`src/rtl/dmem_arbiter.sv`:
```
// Two-port arbiter in front of a single-port data memory: port 0 is the CPU
// MEM stage, port 1 the debug/loader. Each access runs IDLE -> ACCESS -> DONE.
module dmem_arbiter #(
    parameter int W          = 32,
    parameter int ADDR_BITS  = 18,
    parameter int FIXED_PRIO = 0
) (
    input  logic         clk,
    input  logic         rst,
    input  logic         m0_req,
    input  logic         m0_we,
    input  logic [W-1:0] m0_addr,
    input  logic [W-1:0] m0_wdata,
    output logic         m0_ack,
    output logic         m0_err,
    output logic [W-1:0] m0_rdata,
    input  logic         m1_req,
    input  logic         m1_we,
    input  logic [W-1:0] m1_addr,
    input  logic [W-1:0] m1_wdata,
    output logic         m1_ack,
    output logic         m1_err,
    output logic [W-1:0] m1_rdata,
    output logic [W-1:0] mem_addr,
    output logic [W-1:0] mem_wdata,
    output logic [W-1:0] mem_wen,
    output logic [W-1:0] mem_ren,
    input  logic [W-1:0] mem_rdata,
    output logic         busy,
    output logic         gnt_id
);

    typedef enum logic [1:0] {
        IDLE   = 2'd0,
        ACCESS = 2'd1,
        DONE   = 2'd2
    } state_t;

    state_t       state_reg, state_next;
    logic [W-1:0] mem_addr_reg, mem_addr_next;
    logic [W-1:0] mem_wdata_reg, mem_wdata_next;
    logic         wen_reg, wen_next;
    logic         ren_reg, ren_next;
    logic         we_reg, we_next;
    logic         err_pending_reg, err_pending_next;
    logic         gnt_reg, gnt_next;
    logic         last_winner_reg, last_winner_next;
    logic         busy_reg, busy_next;
    logic [1:0]   ack_reg, ack_next;
    logic [1:0]   err_reg, err_next;
    logic [1:0]   capture;

    logic [1:0]   req;
    logic         winner;
    logic [W-1:0] sel_addr;
    logic [W-1:0] sel_wdata;
    logic         sel_we;
    logic         addr_err;

    assign req = {m1_req, m0_req};

    // Tie-break: round-robin favours the port that did not win last time.
    always_comb begin
        winner = 1'b0;
        if (req == 2'b11) begin
            winner = (FIXED_PRIO != 0) ? 1'b0 : ~last_winner_reg;
        end else if (req == 2'b10) begin
            winner = 1'b1;
        end
    end

    assign sel_addr  = winner ? m1_addr  : m0_addr;
    assign sel_wdata = winner ? m1_wdata : m0_wdata;
    assign sel_we    = winner ? m1_we    : m0_we;
    assign addr_err  = (sel_addr[1:0] != 2'b00) || ((sel_addr >> ADDR_BITS) != '0);

    always_comb begin
        state_next       = state_reg;
        mem_addr_next    = mem_addr_reg;
        mem_wdata_next   = mem_wdata_reg;
        wen_next         = 1'b0;
        ren_next         = 1'b0;
        we_next          = we_reg;
        err_pending_next = err_pending_reg;
        gnt_next         = gnt_reg;
        last_winner_next = last_winner_reg;
        busy_next        = busy_reg;
        ack_next         = 2'b00;
        err_next         = 2'b00;
        capture          = 2'b00;
        case (state_reg)
            IDLE: begin
                busy_next = 1'b0;
                if (|req) begin
                    mem_addr_next    = sel_addr;
                    mem_wdata_next   = sel_wdata;
                    we_next          = sel_we;
                    err_pending_next = addr_err;
                    gnt_next         = winner;
                    last_winner_next = winner;
                    wen_next         = ~addr_err & sel_we;
                    ren_next         = ~addr_err & ~sel_we;
                    busy_next        = 1'b1;
                    state_next       = ACCESS;
                end
            end
            ACCESS: begin
                ack_next[gnt_reg] = 1'b1;
                err_next[gnt_reg] = err_pending_reg;
                capture[gnt_reg]  = ~we_reg & ~err_pending_reg;
                state_next        = DONE;
            end
            DONE: begin
                // No arbitration here so a still-high req cannot be granted twice.
                busy_next  = 1'b0;
                state_next = IDLE;
            end
            default: begin
                busy_next  = 1'b0;
                state_next = IDLE;
            end
        endcase
    end

    always_ff @(posedge clk or negedge rst) begin
        if (!rst) begin
            state_reg       <= IDLE;
            mem_addr_reg    <= '0;
            mem_wdata_reg   <= '0;
            wen_reg         <= 1'b0;
            ren_reg         <= 1'b0;
            we_reg          <= 1'b0;
            err_pending_reg <= 1'b0;
            gnt_reg         <= 1'b0;
            last_winner_reg <= 1'b1;
            busy_reg        <= 1'b0;
            ack_reg         <= 2'b00;
            err_reg         <= 2'b00;
        end else begin
            state_reg       <= state_next;
            mem_addr_reg    <= mem_addr_next;
            mem_wdata_reg   <= mem_wdata_next;
            wen_reg         <= wen_next;
            ren_reg         <= ren_next;
            we_reg          <= we_next;
            err_pending_reg <= err_pending_next;
            gnt_reg         <= gnt_next;
            last_winner_reg <= last_winner_next;
            busy_reg        <= busy_next;
            ack_reg         <= ack_next;
            err_reg         <= err_next;
        end
    end

    // Per-port read-data holding registers; only a clean read on that port updates them.
    genvar gi;
    generate
        for (gi = 0; gi < 2; gi++) begin : g_port
            logic [W-1:0] rdata_reg;
            always_ff @(posedge clk or negedge rst) begin
                if (!rst) begin
                    rdata_reg <= '0;
                end else if (capture[gi]) begin
                    rdata_reg <= mem_rdata;
                end
            end
        end
    endgenerate

    assign m0_ack    = ack_reg[0];
    assign m1_ack    = ack_reg[1];
    assign m0_err    = err_reg[0];
    assign m1_err    = err_reg[1];
    assign m0_rdata  = g_port[0].rdata_reg;
    assign m1_rdata  = g_port[1].rdata_reg;
    assign mem_addr  = mem_addr_reg;
    assign mem_wdata = mem_wdata_reg;
    assign mem_wen   = {{(W-1){1'b0}}, wen_reg};
    assign mem_ren   = {{(W-1){1'b0}}, ren_reg};
    assign busy      = busy_reg;
    assign gnt_id    = gnt_reg;

endmodule

```
`config.mk`:
```
export PLATFORM = sky130hd
export DESIGN_NAME = dmem_arbiter
export DESIGN_NICKNAME = d
export VERILOG_FILES = /design/src/rtl/dmem_arbiter.sv
export SDC_FILE = /design/constraint.sdc
export NUM_CORES = 1
export LEC_CHECK = 0
export BUFFER_PORTS_ARGS = -buffer_cell sky130_fd_sc_hd__buf_2
export CORE_AREA = 2 2 141 143
export CTS_CLUSTER_SIZE = 16
export DETAILED_ROUTE_END_ITERATION = 10
export DIE_AREA = 0 0 143 145
export PLACE_DENSITY = 0.67
export SYNTH_ARGS = -nofsm -noshare
export SYNTH_HDL_FRONTEND = slang
export SYNTH_SLANG_ARGS = --single-unit
```
`constraint.sdc`:
```
create_clock -name clk -period 1.9 [get_ports clk]
set_clock_uncertainty 0.15 [all_clocks]
set_input_delay 0.095 -clock clk [delete_from_list [all_inputs] [get_ports clk]]
set_output_delay 0.095 -clock clk [all_outputs]
set_load 0.05 [all_outputs]
```
Word level (Yosys, flattened, before mapping)
Index checks and enable logic that the tools add are counted.
W data, S select, Z words.
{"block": "op_classes", "magnitude_cmp": 2, "eq_ne": 4, "n_mux": 18, "bitwise": 10, "n_reduce_logical": 7}
{"cell": "$mux W32", "n": 2}
{"cell": "$reduce_bool A32 Y1", "n": 1}
{"cell": "$mux W1", "n": 9}
{"cell": "$mux W2", "n": 4}
{"cell": "$not A1 Y1", "n": 5}
{"cell": "$and A2 B2 Y2", "n": 2}
{"cell": "$eq A2 B2 Y1 const B", "n": 2}
{"cell": "$pmux W2 S2", "n": 1}
{"cell": "$and A1 B1 Y1", "n": 3}
{"cell": "$eq A2 B1 Y1 const B", "n": 1}
{"cell": "$logic_not A2 Y1", "n": 1}
{"cell": "$lt A1 B2 Y1 const B", "n": 1}
{"cell": "$ne A2 B2 Y1 const B", "n": 1}
{"cell": "$pmux W1 S2", "n": 1}
{"cell": "$reduce_and A2 Y1", "n": 1}
{"cell": "$reduce_bool A2 Y1", "n": 1}
{"cell": "$reduce_or A2 Y1", "n": 1}
{"cell": "$demux W1 S1", "n": 1}
{"cell": "$ge A1 B1 Y1 const B", "n": 1}
{"cell": "$logic_and A1 B1 Y1", "n": 1}
{"cell": "$logic_or A1 B1 Y1", "n": 1}
{"block": "totals", "register_bits": 141, "in_bits": 166, "out_inout_bits": 198, "wordCells": 55}

Depth between registers and ports, before layout
Gate-level depths: netlist of the first run.
{"block": "logic_depth", "ltp_word": 10, "ltp_mapped": 7, "mapped_depth_nobuf": 4}

Worst setup path after synthesis of the first run
OpenSTA, ideal clock, no wires.
{"block": "synth_timing", "path_kind": "flip-flop to flip-flop", "start": "reg gnt_reg, in the netlist gnt_id", "end": "reg g_port[0].rdata_reg[10], in the netlist m0_rdata[10]", "setup_time_ns": 0.125, "arrival_time_ns": 1.450, "required_time_ns": 1.625, "setup_slack_ns": 0.175, "path_stages_with_launch": 6, "path_buffers": 1, "synth_period_minus_slack_ns": 1.725, "cell_sequence": "dfrtp_1 inv_1 and2_4 nand2_4 buf_6 mux2_4"}
{"block": "synth_via", "elab_chain_cells": 6, "word_cells_on_any_way": 7, "classes_between": "2 x order compare; 3 x mux; 1 x bitwise; 1 x reduce/logical"}
{"element": "from (decl)", "line_no": "46", "rtl": "logic gnt_reg, gnt_next;"}
{"element": "from (signal assigned)", "line_no": "147", "rtl": "gnt_reg <= gnt_next;"}
{"element": "$lt A1 B2 Y1 (not written as such) or $ge A1 B1 Y1 (tied branches)", "line_no": "110", "rtl": "capture[gnt_reg] = ~we_reg & ~err_pending_reg;"}
{"element": "$logic_and A1 B1 Y1 (not written as such)", "line_no": "110"}
{"element": "$mux W1 (not written as such)", "line_no": "110"}
{"element": "$demux W1 S1 *", "line_no": "110"}
{"element": "$and A2 B2 Y2 (no line) *"}
{"element": "$mux W2 *", "line_no": "91", "rtl": "case (state_reg)"}
{"element": "to (signal assigned)", "line_no": "164", "rtl": "rdata_reg <= mem_rdata;"}
{"element": "to (decl)", "line_no": "159", "rtl": "logic [W-1:0] rdata_reg;"}
Every way passes the cells marked *; elsewhere a longest branch is shown, timed or not.
A chain may end at the register's enable or synchronous reset.

Final worst setup path of the first run
{"block": "layout_timing", "start": "in m1_addr[28]", "end": "reg err_pending_reg"}
{"block": "layout_via", "elab_chain_cells": 3}
{"element": "from (decl)", "line_no": "19", "rtl": "input logic [W-1:0] m1_addr,"}
{"element": "$mux W32", "line_no": "72", "rtl": "assign sel_addr = winner ? m1_addr : m0_addr;"}
{"element": "$reduce_bool A32 Y1", "line_no": "75", "rtl": "assign addr_err = (sel_addr[1:0] != 2'b00) || ((sel_addr >> ADDR_BITS) != '0);"}
{"element": "$logic_or A1 B1 Y1", "line_no": "75"}
{"element": "to (signal assigned)", "line_no": "146", "rtl": "err_pending_reg <= err_pending_next;"}
{"element": "to (decl)", "line_no": "45", "rtl": "logic err_pending_reg, err_pending_next;"}
No other way between the ends.

==> impl_results.md, run 1 <==
- Reg2reg start: last_winner_reg
- Hold Crit Class: input pin to async pin
- Remaining Overflow, GRT: 0
- Sequential element share of the synthesized area: 0.5221
- CTS tree: built
- Via count: 5684
- Post-CTS sizing: 0
- Status: finished, final reports clean
- Core area: 19210 sq um
- Max-cap viol count: 0
- Post-DP HPWL: 12450 microns
- Nets@finish: 1172
- Primary FF master, synth: dfrtp_1
- Critical Path RT: 2.04 ns
- Routed Antenna Nets: 0
- Area after DPL: 8309 sq um
- Die area: 20740 sq um
- CTS Sinks: 141
- Inserted Clock Buffers: 17
- Pwr Density: 1373 nW/um^2
- Total Power: 0.01446 W
- H-tree Lvls: 4
- Worst r2r dst: err_pending_reg
- Clk_lat worst skew: 0.41 ns
- Detailed Route WL: 19950 microns
- R2R setup slack: 0.18 ns
- Largest net degree at the start of global routing: 64
- Top Ports: 364
- First-pass detailed-route iteration total: 4
- Final Hold Fails: 0
- Top cells by area, synth: dfrtp_1 (52%), mux2_4 (13%), mux2i_1 (9.5%)
- Synth-to-Final Area Change: 55.75%
- Number of port buffers: 301
- Die height: 145 microns
- Vias in the first global route: 6145
- CP Launch Type: input pin
- Syn_area_per_cell: 12.64 sq um
- Final GP Congestion: 0.8002
- Mapped Area: 6760 sq um
- Final setup viols: 0
- Crit path DAT: 1.90 ns
- Final critical-path share of the clock period: 0.9246
- Pleak: 5.276 nW
- FF+latch count, synth: 141
- Final setup TNS: 0 ns
- Die X: 143 microns
- DR iter-0 viols: 164
- Most common cell in the netlist: dfrtp_1
- Clock root cell: clkbuf_16
- Worst-path clk slew: 0.06 ns
- Post-synth top cells: dfrtp_1 (140), a21oi_1 (68), buf_4 (66), nor2_1 (66), mux2i_1 (64)
- Total track usage: 0.1910
- Cells on worst reg2reg path: 4
- Worst hold slack: 0.02741 ns
- Synth Warn #: 0
- Worst-path fanout max: 3
- Routed wire per std cell: 15.54 microns
- Cells after synthesis: 535
- Initial antenna violation count: 0
- # rows: 51
- Ant. Diodes: 0
- FFs w/ async S/R, synth: 1.000
- Fmax: 569.3 MHz
- Layout cells sized above 1: 0.4181
- Post-route cell area: 10530 sq um
- Crit path capture type: flop
- Top cell type's share of synthesized area: 0.5182
- Drt via density: 4.427
- Post-synth EDFFs: 0
- Maximum vdd drop: 0.7831 mV
- # DRC: 0
- Netlist cell types: 35
- Starting Density: 0.3520
- First-pass GRT wire length: 31110 microns
- CP Class: input pin to flop
- Final Max Slew Viols: 0
- Largest area contributor in the netlist: dfrtp_1
- RSZ-0062 raised after global routing: no
- Crit path time final: 1.757 ns
- Clock Path Buffers: 2
[cell type report]
cell class	count	area [sq um]
Clock buffer	17	425.4
Clock inverter	15	145.1
Fill cell	1580	8678
Inverter	1	3.754
Multi-Input combinational cell	362	2704
Sequential cell	141	3530
Tap cell	265	331.6
Timing Repair Buffer	483	3390
[placed cells by master (no fill, tap or decap), drive strengths merged]
cell type	Yosys	layout
buf	92	319
dlygate4sd3	0	164
dfrtp	140	140
a21oi	68	68
nor2	68	68
mux2i	64	64
mux2	64	64
conb	1	62
clkbuf	0	17
inv	1	9
or4	6	6
clkinvlp	0	5
nand2	4	4
and3	3	3
nand3b	3	3
and2	2	2
nand2b	2	2
nand3	2	2
nor2b	2	2
nor3	2	2
o21a	2	2
clkinv	0	2
a21boi	1	1
nor4	1	1
or3	1	1
nand4b	1	1
o221a	1	1
o21ai	1	1
a31oi	1	1
a21o	1	1
dfstp	1	1
[repair_timing]
action,4_1_cts,5_1_grt
setup endpoints to repair,0,3
hold buffers,164,0
setup buffers,0,1
endpoints found under the hold margin,273,0
[worst max-delay path by stage]
stage                     slack (ns)       startpoint               to
final                           0.14      m1_addr[28]  err_pending_reg
after global routing            0.11      m1_addr[27]  err_pending_reg
after CTS                       0.09  last_winner_reg     mem_wdata[1]
after detailed placement         0.1  last_winner_reg     mem_addr[27]
after global placement          0.13  last_winner_reg     mem_addr[29]
after floorplan                 0.17           gnt_id     m0_rdata[10]
[stage by stage]
step	util	worst slack, ns	instances
after floorplan	-	0.1749	596
after global placement	0.4326	0.1323	1087
after detailed placement	0.4326	0.09985	1087
after CTS	0.5478	0.08710	1283
after global routing	0.5482	0.1068	1284
final	0.5482	0.1433	1284
[logic make-up (layout without fill, tap and decap cells)]
family	Yosys count	after routing	share of synthesized area
other	1	62	0.0005547
AOI/OAI and AO/OA	75	75	0.05978
buffers and inverters	93	516	0.1129
and+or+nand+nor	97	97	0.06996
muxes	128	128	0.2347
DFF	141	141	0.5221
[critical path, cell delays in order]
cell and delay [ns]:
dlygate4sd3_1 0.53, buf_2 0.13, or4_1 0.52, nor2_1 0.31, nand4b_1 0.15, o221a_1 0.16
[power by group]
part / internal, W / switching (W)
clock: 0.00174 / 0.00145
combinational: 0.00187 / 0.00499
sequential: 0.00390 / 0.000504
total: 0.00751 / 0.00695
[metal layers]
layer / up-vias / routed length [microns] / track usage
met3: 45 / 1581 / 0.06139
li1: 2673 / - / -
met2: 265 / 9922 / 0.3321
met5: - / 0 / 0
met4: 0 / 588 / 0.07525
met1: 2701 / 7854 / 0.2150
(Power assumes the default switching activity.)
==> run 2, diff against run 1 <==
Settings changed: GPL_TIMING_DRIVEN set to 0.
==> run 2 against run 1 <==
Compared with the run above:
- total power up 3.0%
- first-iteration DRC count up 13%
- via count is 4.8% higher
- non-clock buffer count up 75
- clock power is essentially flat
- sequential power hardly changed
- setup slack worse by 0.013 ns
- critical path type is now flop to flop
- die area unchanged
==> impl_results.md, run 2 (synthesized netlist as in run 1, its figures left out) <==
- Status: finished, final reports clean
- CTS Sinks: 141 (unchanged)
- Layout cells sized above 1: 0.4570 (+0.03898)
- Die area: 20740 sq um (unchanged)
- Routed wire per std cell: 16.03 microns (+3.2%)
- # DRC: 0 (unchanged)
- RSZ-0062 raised after global routing: no
- Nets@finish: 1247 (+6.4%)
- Final Util: 0.5778 (+0.02964)
- Hold Crit Class: input pin to flop
- Maximum vdd drop: 0.8660 mV (+11%)
- Pwr Density: 1342 nW/um^2 (-2.3%)
- Die X: 143 microns (unchanged)
- Initial antenna violation count: 0 (unchanged)
- Inserted Clock Buffers: 17 (unchanged)
- Area after DPL: 8861 sq um (+6.6%)
- First-pass GRT wire length: 34120 microns (+9.7%)
- # rows: 51 (unchanged)
- Worst-path clk slew: 0.07 ns (about the same)
- Die height: 145 microns (unchanged)
- Top Ports: 364 (unchanged)
- Slew HR: 0.4547
- Routed Antenna Nets: 0 (unchanged)
- Final Hold Fails: 0 (unchanged)
- Via count: 5957 (+4.8%)
- Most frequent cells in the layout: buf_2 (308), dlygate4sd3_1 (164), dfrtp_1 (140)
- Fmax: 565.1 MHz (-0.72%)
- Vias in the first global route: 6633 (+7.9%)
- Tightest Pin Transition: 0.8179 ns
- H-tree Lvls: 4 (unchanged)
- Largest net degree at the start of global routing: 86 (+34%)
- Worst-path fanout max: 10 (+7)
- Post-route cell area: 11100 sq um (+5.4%)
- Remaining Overflow, GRT: 0 (unchanged)
- Starting Density: 0.3520 (unchanged)
- Number of port buffers: 301 (unchanged)
- CTS tree: built
- Critical Path RT: 2.04 ns (about the same)
- Drt via density: 4.383 (-0.98%)
- Clock root cell: clkbuf_16
- Clk_lat worst skew: 0.41 ns (about the same)
- Final setup viols: 0 (unchanged)
- CP Class: flop to flop
- Pleak: 5.694 nW (+7.9%)
- Crit path time final: 1.769 ns (+0.01278 ns)
- Max-cap viol count: 0 (unchanged)
- Final GP Congestion: 0.8184 (+2.3%)
- First-pass detailed-route iteration total: 4 (unchanged)
- Setup Buffers After CTS: 0 (unchanged)
- Ant. Diodes: 0 (unchanged)
- Detailed Route WL: 21780 microns (+9.2%)
- Crit path DAT: 1.91 ns (about the same)
- Synth-to-Final Area Change: 64.17%
- DR iter-0 viols: 186 (+13%)
- # fillers: 1540 (-2.5%)
- Final critical-path share of the clock period: 0.9313 (+0.006726)
- Post-DP HPWL: 13880 microns (+11%)
- Final Max Slew Viols: 0 (unchanged)
- Commonest non-fill, non-tap cell in the layout: buf_2
- CP Launch Type: flop
- Crit path capture type: flop
- Core area: 19210 sq um (unchanged)
- Clock Path Buffers: 2 (unchanged)
- Total track usage: 0.2091 (+0.01808)
==> run 2: cell types whose count changed in the layout (fill, tap and decap cells not counted), moves of 2 or more <==
cell / previous run / this run
clkbuf_4: 0 / 5
buf_12: 8 / 6
buf_2: 300 / 308
inv_8: 5 / 3
buf_6: 1 / 9
clkinvlp_4: 5 / 1
inv_6: 3 / 6
buf_4: 10 / 65
==> run 2: final timing paths <==
kind | startpoint | to | slack [ns] | depth (start not counted)
worst max-delay path | state_reg[0] | mem_wdata[10] | 0.13 | 6
worst min-delay path | m1_addr[20] | ren_reg | 0.12 | 5
worst max register to register | state_reg[0] | mem_wdata[10] | 0.13 | 6
worst min register to register | busy | busy | 0.32 | 1
max in group asynchronous | rst | last_winner_reg | 0.67 | 3
min in group asynchronous | rst | m0_rdata[27] | 0.14 | 2
==> run 2: layout make-up <==
| type | count | area [sq um] | area share |
|---|---|---|---|
| Sequential cell | 141 | 3530 | 0.3180 |
| Timing Repair Buffer | 466 | 3182 | 0.2867 |
| Multi-Input combinational cell | 362 | 2701 | 0.2434 |
| Buffer | 92 | 775.7 | 0.06990 |
| Clock buffer | 17 | 425.4 | 0.03833 |
| Tap cell | 265 | 331.6 | 0.02988 |
| Clock inverter | 15 | 148.9 | 0.01342 |
| Inverter | 1 | 3.754 | 0.0003382 |
==> run 2: per-stage QoR <==
| step | hold slack [ns] | setup slack (ns) | TNS (ns) | power, W | std cells |
|---|---|---|---|---|---|
| after floorplan | -0.3506 | 0.1749 | 0 | 0.009511 | 596 |
| after global placement | 0.1810 | -1.426 | -198.99 | 0.01128 | 1162 |
| after detailed placement | 0.05383 | -0.05120 | -0.1151 | 0.01136 | 1163 |
| after CTS | 0.1062 | 0.03002 | 0 | 0.01493 | 1359 |
| after global routing | 0.1443 | 0.005409 | 0 | 0.01565 | 1359 |
| final | 0.1184 | 0.1305 | 0 | 0.01489 | 1359 |
==> run 2: report_power, final <==
group / internal (W) / switching (W) / leakage (nW) / total, W
registers: 0.00390 / 0.000507 / 1.61 / 0.00441
logic: 0.00206 / 0.00521 / 3.80 / 0.00727
clock network: 0.00175 / 0.00147 / 0.281 / 0.00322
total: 0.00770 / 0.00719 / 5.69 / 0.0149
==> run 2: metal layers <==
layer / vias to the layer above / part of all wire / global-route usage
met2: 265 / 0.49 / 0.3603
met5: - / 0 / 0
met1: 2826 / 0.40 / 0.2393
met4: 0 / 0.031 / 0.07871
li1: 2817 / - / -
met3: 49 / 0.076 / 0.06799
==> run 2: timing repair <==
item / CTS / global route
endpoints found under the hold margin: 217 / 0
setup endpoints to repair: 22 / 66
hold buffers: 164 / 0
resized for setup: 1 / 6
gates cloned: 0 / 0
==> run 2: critical path, cell delays in order (launching register included) <==
cell      delay [ns]
dfrtp_1         0.43
nor2_4          0.20
o21a_1          0.14
clkbuf_4        0.20
buf_6           0.19
buf_2           0.24
a21oi_1         0.09
